[src/rtl/musa_if_pkg.sv]
// musa_if_pkg: shared constants and state encoding for the MUSA fetch stage.
package musa_if_pkg;
    localparam logic [31:0] NOP_INSTR = 32'h0;
    localparam int IMEM_DEPTH_DEFAULT = 32;
    typedef enum logic {IF_RUN, IF_FAULT} if_state_t;
endpackage

[src/rtl/instruction_fetch.sv]
// instruction_fetch: PC owner and IF/ID bundle builder for a synchronous-read instruction memory.
module instruction_fetch
    import musa_if_pkg::*;
#(
    parameter logic [31:0] RESET_PC = 32'd0,
    parameter int IMEM_DEPTH = IMEM_DEPTH_DEFAULT
) (
    input  logic        clock,
    input  logic        reset,
    input  logic        stall,
    input  logic        redirect,
    input  logic [31:0] redirect_pc,
    output logic [31:0] imem_address,
    input  logic [31:0] imem_data,
    output logic [31:0] if_id_instr,
    output logic [31:0] if_id_pc,
    output logic [31:0] if_id_pc_next,
    output logic        if_id_valid,
    output logic        fetch_fault
);
    localparam logic [31:0] DEPTH = 32'(IMEM_DEPTH);

    logic [31:0] fetch_pc;
    logic [31:0] inflight_pc;
    logic        inflight_valid;
    if_state_t   state;

    // Stalls and faults re-read the in-flight word so imem_data stays stable.
    always_comb begin
        imem_address = reset ? RESET_PC
                     : redirect ? redirect_pc
                     : (stall || state == IF_FAULT) ? inflight_pc
                     : fetch_pc;
    end

    always_comb begin
        if_id_valid   = inflight_valid && !redirect && state == IF_RUN;
        if_id_instr   = if_id_valid ? imem_data : NOP_INSTR;
        if_id_pc      = inflight_pc;
        if_id_pc_next = inflight_pc + 32'd1;
        fetch_fault   = state == IF_FAULT;
    end

    always_ff @(posedge clock) begin
        if (reset) begin
            fetch_pc       <= RESET_PC;
            inflight_pc    <= RESET_PC;
            inflight_valid <= 1'b0;
            state          <= IF_RUN;
        end else if (redirect) begin
            if (redirect_pc < DEPTH) begin
                inflight_pc    <= redirect_pc;
                inflight_valid <= 1'b1;
                fetch_pc       <= redirect_pc + 32'd1;
                state          <= IF_RUN;
            end else begin
                inflight_valid <= 1'b0;
                fetch_pc       <= redirect_pc;
                state          <= IF_FAULT;
            end
        end else if (!stall && state == IF_RUN) begin
            if (fetch_pc < DEPTH) begin
                inflight_pc    <= fetch_pc;
                inflight_valid <= 1'b1;
                fetch_pc       <= fetch_pc + 32'd1;
            end else begin
                inflight_valid <= 1'b0;
                state          <= IF_FAULT;
            end
        end
    end
endmodule

[config.mk]
export PLATFORM = sky130hd
export DESIGN_NAME = instruction_fetch
export DESIGN_NICKNAME = d
export VERILOG_FILES = /design/src/rtl/musa_if_pkg.sv /design/src/rtl/instruction_fetch.sv
export SDC_FILE = /design/constraint.sdc
export NUM_CORES = 1
export LEC_CHECK = 0
export CAP_MARGIN = 20
export CORE_AREA = 4 4 115 117
export DETAILED_ROUTE_END_ITERATION = 12
export DIE_AREA = 0 0 119 121
export HOLD_SLACK_MARGIN = 0.12
export PLACE_DENSITY_LB_ADDON = 0.05
export SLEW_MARGIN = 10
export SYNTH_ARGS = -nofsm -noshare
export SYNTH_HDL_FRONTEND = slang
export SYNTH_SLANG_ARGS = --single-unit
export TNS_END_PERCENT = 50
[constraint.sdc]
create_clock -name clock -period 1.8 [get_ports clock]
set_input_delay 0.27 -clock clock [delete_from_list [all_inputs] [get_ports clock]]
set_output_delay 0.27 -clock clock [all_outputs]
set_load 0.02 [all_outputs]
==> out/results.tsv <==
stage	metric	value	unit
status	result of the run	complete, but fails checks	
status	failing checks	negative setup slack	
detailed_routing	WL per Instance	17.9	um
yosys	dominant cell type by area after synthesis	sky130_fd_sc_hd__dfxtp_1	
die	die area	14400	um2
clocking	clock latency reported for the late side of the worst-skew pair	0.34	ns
finish	fraction of final layout cells with drive strength greater than 1	0.563	
worst_setup_path	CP max stage delay	0.59	ns
clocking	Post-CTS Hold Fix Bufs	0	
placement	# port buffers	197	
worst_setup_path	nature of the critical path endpoint	primary output	
power_and_ir_drop	portion of total power attributed to sequential cells	0.352	
power_and_ir_drop	Int Power	3.13	mW
finish	P&R area growth vs syn	121	%
detailed_routing	DR vias/cell	5.11	
worst_setup_path	startpoint kind of the worst setup timing path	register	
global_routing	vias in the first global route	5521	
yosys	mux cell area share after synthesis	0.0901	
power_and_ir_drop	portion of total power attributed to combinational logic	0.248	
clocking	number of buffers created by CTS	9	
clocking	H-tree lvl count	3	
worst_setup_path	launch point of the worst path	if_id_pc[18]$_SDFFE_PP0P_	
die	starting density of the core	0.339	
yosys	Post-synth top cells	sky130_fd_sc_hd__nand2_1, sky130_fd_sc_hd__nor2_1, sky130_fd_sc_hd__dfxtp_1	
worst_setup_path	highest net fanout along the worst path	4	
detailed_routing	Detailed Route Iter0 Violations	319	
global_routing	pin count of the biggest net entering global routing	39	
yosys	Primary FF master, synth	sky130_fd_sc_hd__dfxtp_1	
worst_setup_path	Worst R2R Path Depth	6	
power_and_ir_drop	PnR Total Power	4.35	mW
sta	Slew headroom	0.641	
power_and_ir_drop	net switching share of the total power	0.281	
yosys	netlist area before placement	4190	um2
global_routing	Total GRT Usage	0.255	
sta	worst slew pin tran	0.539	ns
finish	cell area after layout	9280	um2
sta	fin. max-slew vios	0	
die	core region area	12400	um2
yosys	EDFF count, synth	0	
detailed_routing	drc violations	0	
worst_setup_path	Slowest cell on crit path	sky130_fd_sc_hd__or4_4	
power_and_ir_drop	proportion of power drawn by the clock network	0.400	
global_routing	residual overflow from global routing	0	
sta	hold violation count in the final report	0	
worst_setup_path	data required time of the worst path	1.53	ns
finish	final net count	988	
yosys	adder-cell share of the synthesized area	0.00896	
worst_setup_path	Register-to-Register Setup Slack	-0.11	ns
finish	filler instances	921	
placement	global placer's final weighted congestion	0.869	
worst_setup_path	data arrival time of the critical path	2.07	ns
sta	maximum achievable frequency	427	MHz
clocking	clock-pin slew on the worst setup and hold paths	0.06	ns
yosys	Post-Syn Area per Cell	7.44	um2
yosys	count of synthesis-stage warnings from yosys	0	
power_and_ir_drop	Power Density	468	nW/um2
worst_setup_path	WS Path Type	register to primary output	
worst_setup_path	Setup crit end	if_id_pc_next[29]	
yosys	proportion of synthesized chip area in sequential cells	0.315	
detailed_routing	overall via count from detail_route	5592	
detailed_routing	Post-Route WL	19600	um
die	count of pins on the block boundary	198	
clocking	CTS tree	yes	
worst_hold_path	HP Class	primary input to register	
yosys	fraction of synthesized cell area taken by the top area cell type	0.315	
yosys	post-synthesis share of cell area spent on and, or, nand and nor gates	0.357	
clocking	clock sinks	66	
die	die height	121	um
yosys	FFs w/ async S/R, synth	0	
yosys	cell types with the largest area share after synthesis	sky130_fd_sc_hd__dfxtp_1, sky130_fd_sc_hd__mux2i_1, sky130_fd_sc_hd__a21oi_1, sky130_fd_sc_hd__nand2_1, sky130_fd_sc_hd__nor2_1	
run	Max Cap Viol	0	
yosys	synthesized net count	634	
sta	share of the clock period used by the worst path after layout	1.30	
yosys	xor and xnor fraction of the mapped netlist area	0.0669	
sta	final critical delay including setup and external delays	2.34	ns
yosys	unique cell type count in the Yosys netlist	48	
sta	worst setup margin	-0.544	ns
yosys	post-synthesis compound-gate area fraction	0.121	
yosys	cell count after synthesis	563	
sta	unrepaired setup endpoints after global routing	true	
worst_setup_path	origin of the critical flop-to-flop path	fetch_pc[25]$_SDFFE_PP0P_	
die	placement row count	41	
finish	Antenna Diode Count	0	
detailed_routing	remaining number of nets flagged by the antenna check after routing	0	
detailed_routing	iteration count of the initial detailed-routing pass	5	
worst_setup_path	reg-to-reg endpoint	if_id_pc[0]$_SDFFE_PP0P_	
yosys	cell with the most instances after synthesis	sky130_fd_sc_hd__nand2_1	
clocking	root buffer cell	sky130_fd_sc_hd__clkbuf_16	
sta	final setup skew	0.00735	ns
power_and_ir_drop	Leak Pwr	4.52	nW
placement	placement-stage cell area	7780	um2
worst_setup_path	Critical Path, Cell by Cell	nand3_2 > or4_4 > nor3_4 > buf_12 > nand3_4 > xnor2_4 > buf_6	
yosys	main combinational cell family by area after synthesis	simple AND/OR/NAND/NOR gates	
global_routing	initial antenna violation count	0	
yosys	flop and latch count out of synthesis	66	
die	Die Width	119	um
placement	detailed placement HPWL	13500	um
global_routing	global-route wire length before repair	29300	um
clocking	buffers from clock root to sink, at most	2	
power_and_ir_drop	Net Sw Power	1.22	mW
sta	Finish-stage setup viols	88	
power_and_ir_drop	VDD IR max	0.422	mV
-- power groups by stage --
stage | sequential [mW] | combinational (mW) | clock [mW]
6_report | 1.53 | 1.08 | 1.74
4_1_cts | 1.52 | 0.960 | 1.76
5_1_grt | 1.54 | 1.14 | 1.81
3_5_place_dp | 1.55 | 0.856 | 0
3_3_place_gp | 1.55 | 0.850 | 0
2_1_floorplan | 1.55 | 0.329 | 0
-- final cells by class --
class	instances	area [um2]	share of cell area
clock buffer	13	240	0.0259
sequential	66	1390	0.149
tap	172	215	0.0232
timing repair buffer	382	3560	0.383
clock inverter	3	42.5	0.00458
multi-input combinational	453	3820	0.412
inverter	5	18.8	0.00202
-- stage by stage --
step	setup TNS, ns	setup WS, ns	utilization	cells	hold WS, ns
2_1_floorplan	-3.07	-0.179	-	563	0.417
3_3_place_gp	-59.72	-0.789	0.629	1038	0.499
3_5_place_dp	-62.36	-0.795	0.629	1038	0.502
4_1_cts	-14.83	-0.601	0.685	1081	0.423
5_1_grt	-23.39	-0.621	0.751	1094	0.370
6_report	-17.22	-0.544	0.751	1094	0.350
-- cell usage in the layout (no fill, tap or decap), types with 5 or more instances in the layout --
cell / instances
sky130_fd_sc_hd__a21oi_1: 17
sky130_fd_sc_hd__a21oi_2: 43
sky130_fd_sc_hd__and2_1: 11
sky130_fd_sc_hd__and2_4: 18
sky130_fd_sc_hd__and3_1: 33
sky130_fd_sc_hd__buf_12: 12
sky130_fd_sc_hd__buf_4: 199
sky130_fd_sc_hd__buf_6: 59
sky130_fd_sc_hd__clkbuf_16: 9
sky130_fd_sc_hd__clkdlybuf4s50_1: 69
sky130_fd_sc_hd__dfxtp_1: 44
sky130_fd_sc_hd__dfxtp_2: 7
sky130_fd_sc_hd__dfxtp_4: 15
sky130_fd_sc_hd__dlygate4sd2_1: 20
sky130_fd_sc_hd__dlymetal6s2s_1: 11
sky130_fd_sc_hd__inv_1: 5
sky130_fd_sc_hd__mux2_2: 6
sky130_fd_sc_hd__mux2i_1: 31
sky130_fd_sc_hd__nand2_1: 33
sky130_fd_sc_hd__nand2_2: 22
sky130_fd_sc_hd__nand2_4: 26
sky130_fd_sc_hd__nand3_1: 10
sky130_fd_sc_hd__nand3_2: 6
sky130_fd_sc_hd__nand3_4: 6
sky130_fd_sc_hd__nand4_1: 6
sky130_fd_sc_hd__nor2_1: 60
sky130_fd_sc_hd__nor2_2: 8
sky130_fd_sc_hd__nor2_4: 8
sky130_fd_sc_hd__nor3_1: 6
sky130_fd_sc_hd__nor4_4: 7
sky130_fd_sc_hd__xnor2_1: 7
sky130_fd_sc_hd__xnor2_2: 12
sky130_fd_sc_hd__xor2_1: 5
sky130_fd_sc_hd__xor2_2: 5
-- worst min path at each step --
stage	depth (start not counted)	from	endpoint	slack, ns
after global placement	2	fetch_pc[7]$_SDFFE_PP0P_	fetch_pc[7]$_SDFFE_PP0P_	0.50
after CTS	3	stall	fetch_fault$_SDFFE_PP0P_	0.42
after floorplan	2	redirect_pc[28]	fetch_pc[28]$_SDFFE_PP0P_	0.42
after detailed placement	1	if_id_pc[28]$_SDFFE_PP0P_	if_id_pc[28]$_SDFFE_PP0P_	0.50
after global routing	4	redirect_pc[10]	fetch_pc[10]$_SDFFE_PP0P_	0.37
final	4	redirect_pc[10]	fetch_pc[10]$_SDFFE_PP0P_	0.35
-- sequential cells by signal (all words and copies together) (netlist names) --
register and cells:
if_id_pc 32, fetch_fault 1, fetch_pc 32, inflight_valid 1
-- critical path, delay by kind of cell (launching register included) --
kind,cells,cell delay (ns)
xor+xnor,1,0.16
buf+inv,2,0.28
flops,1,0.35
simple gates,4,0.93
-- cells by family (layout without fill, tap and decap cells) --
kind of cell	after synthesis	in the layout
AND/OR/NAND/NOR	294	294
AO/OA/AOI/OAI	87	87
flip-flops	66	66
buffers and inverters	44	403
multiplexers	37	37
XOR/XNOR	32	32
adder cells (fa/ha/maj)	3	3
-- repair_timing --
item	CTS	global route
buffers inserted	27	21
pin swaps	59	89
gates resized for setup	574	218
endpoints found under the setup margin	135	136
gates cloned	2	0
-- layer usage --
layer	global-route usage	wire length, um	share of wire
met1	0.318	8060	0.41
met2	0.424	9790	0.50
met3	0.0541	1040	0.053
met4	0.115	686	0.035
met5	0	0	0
(Power assumes the default switching activity.)
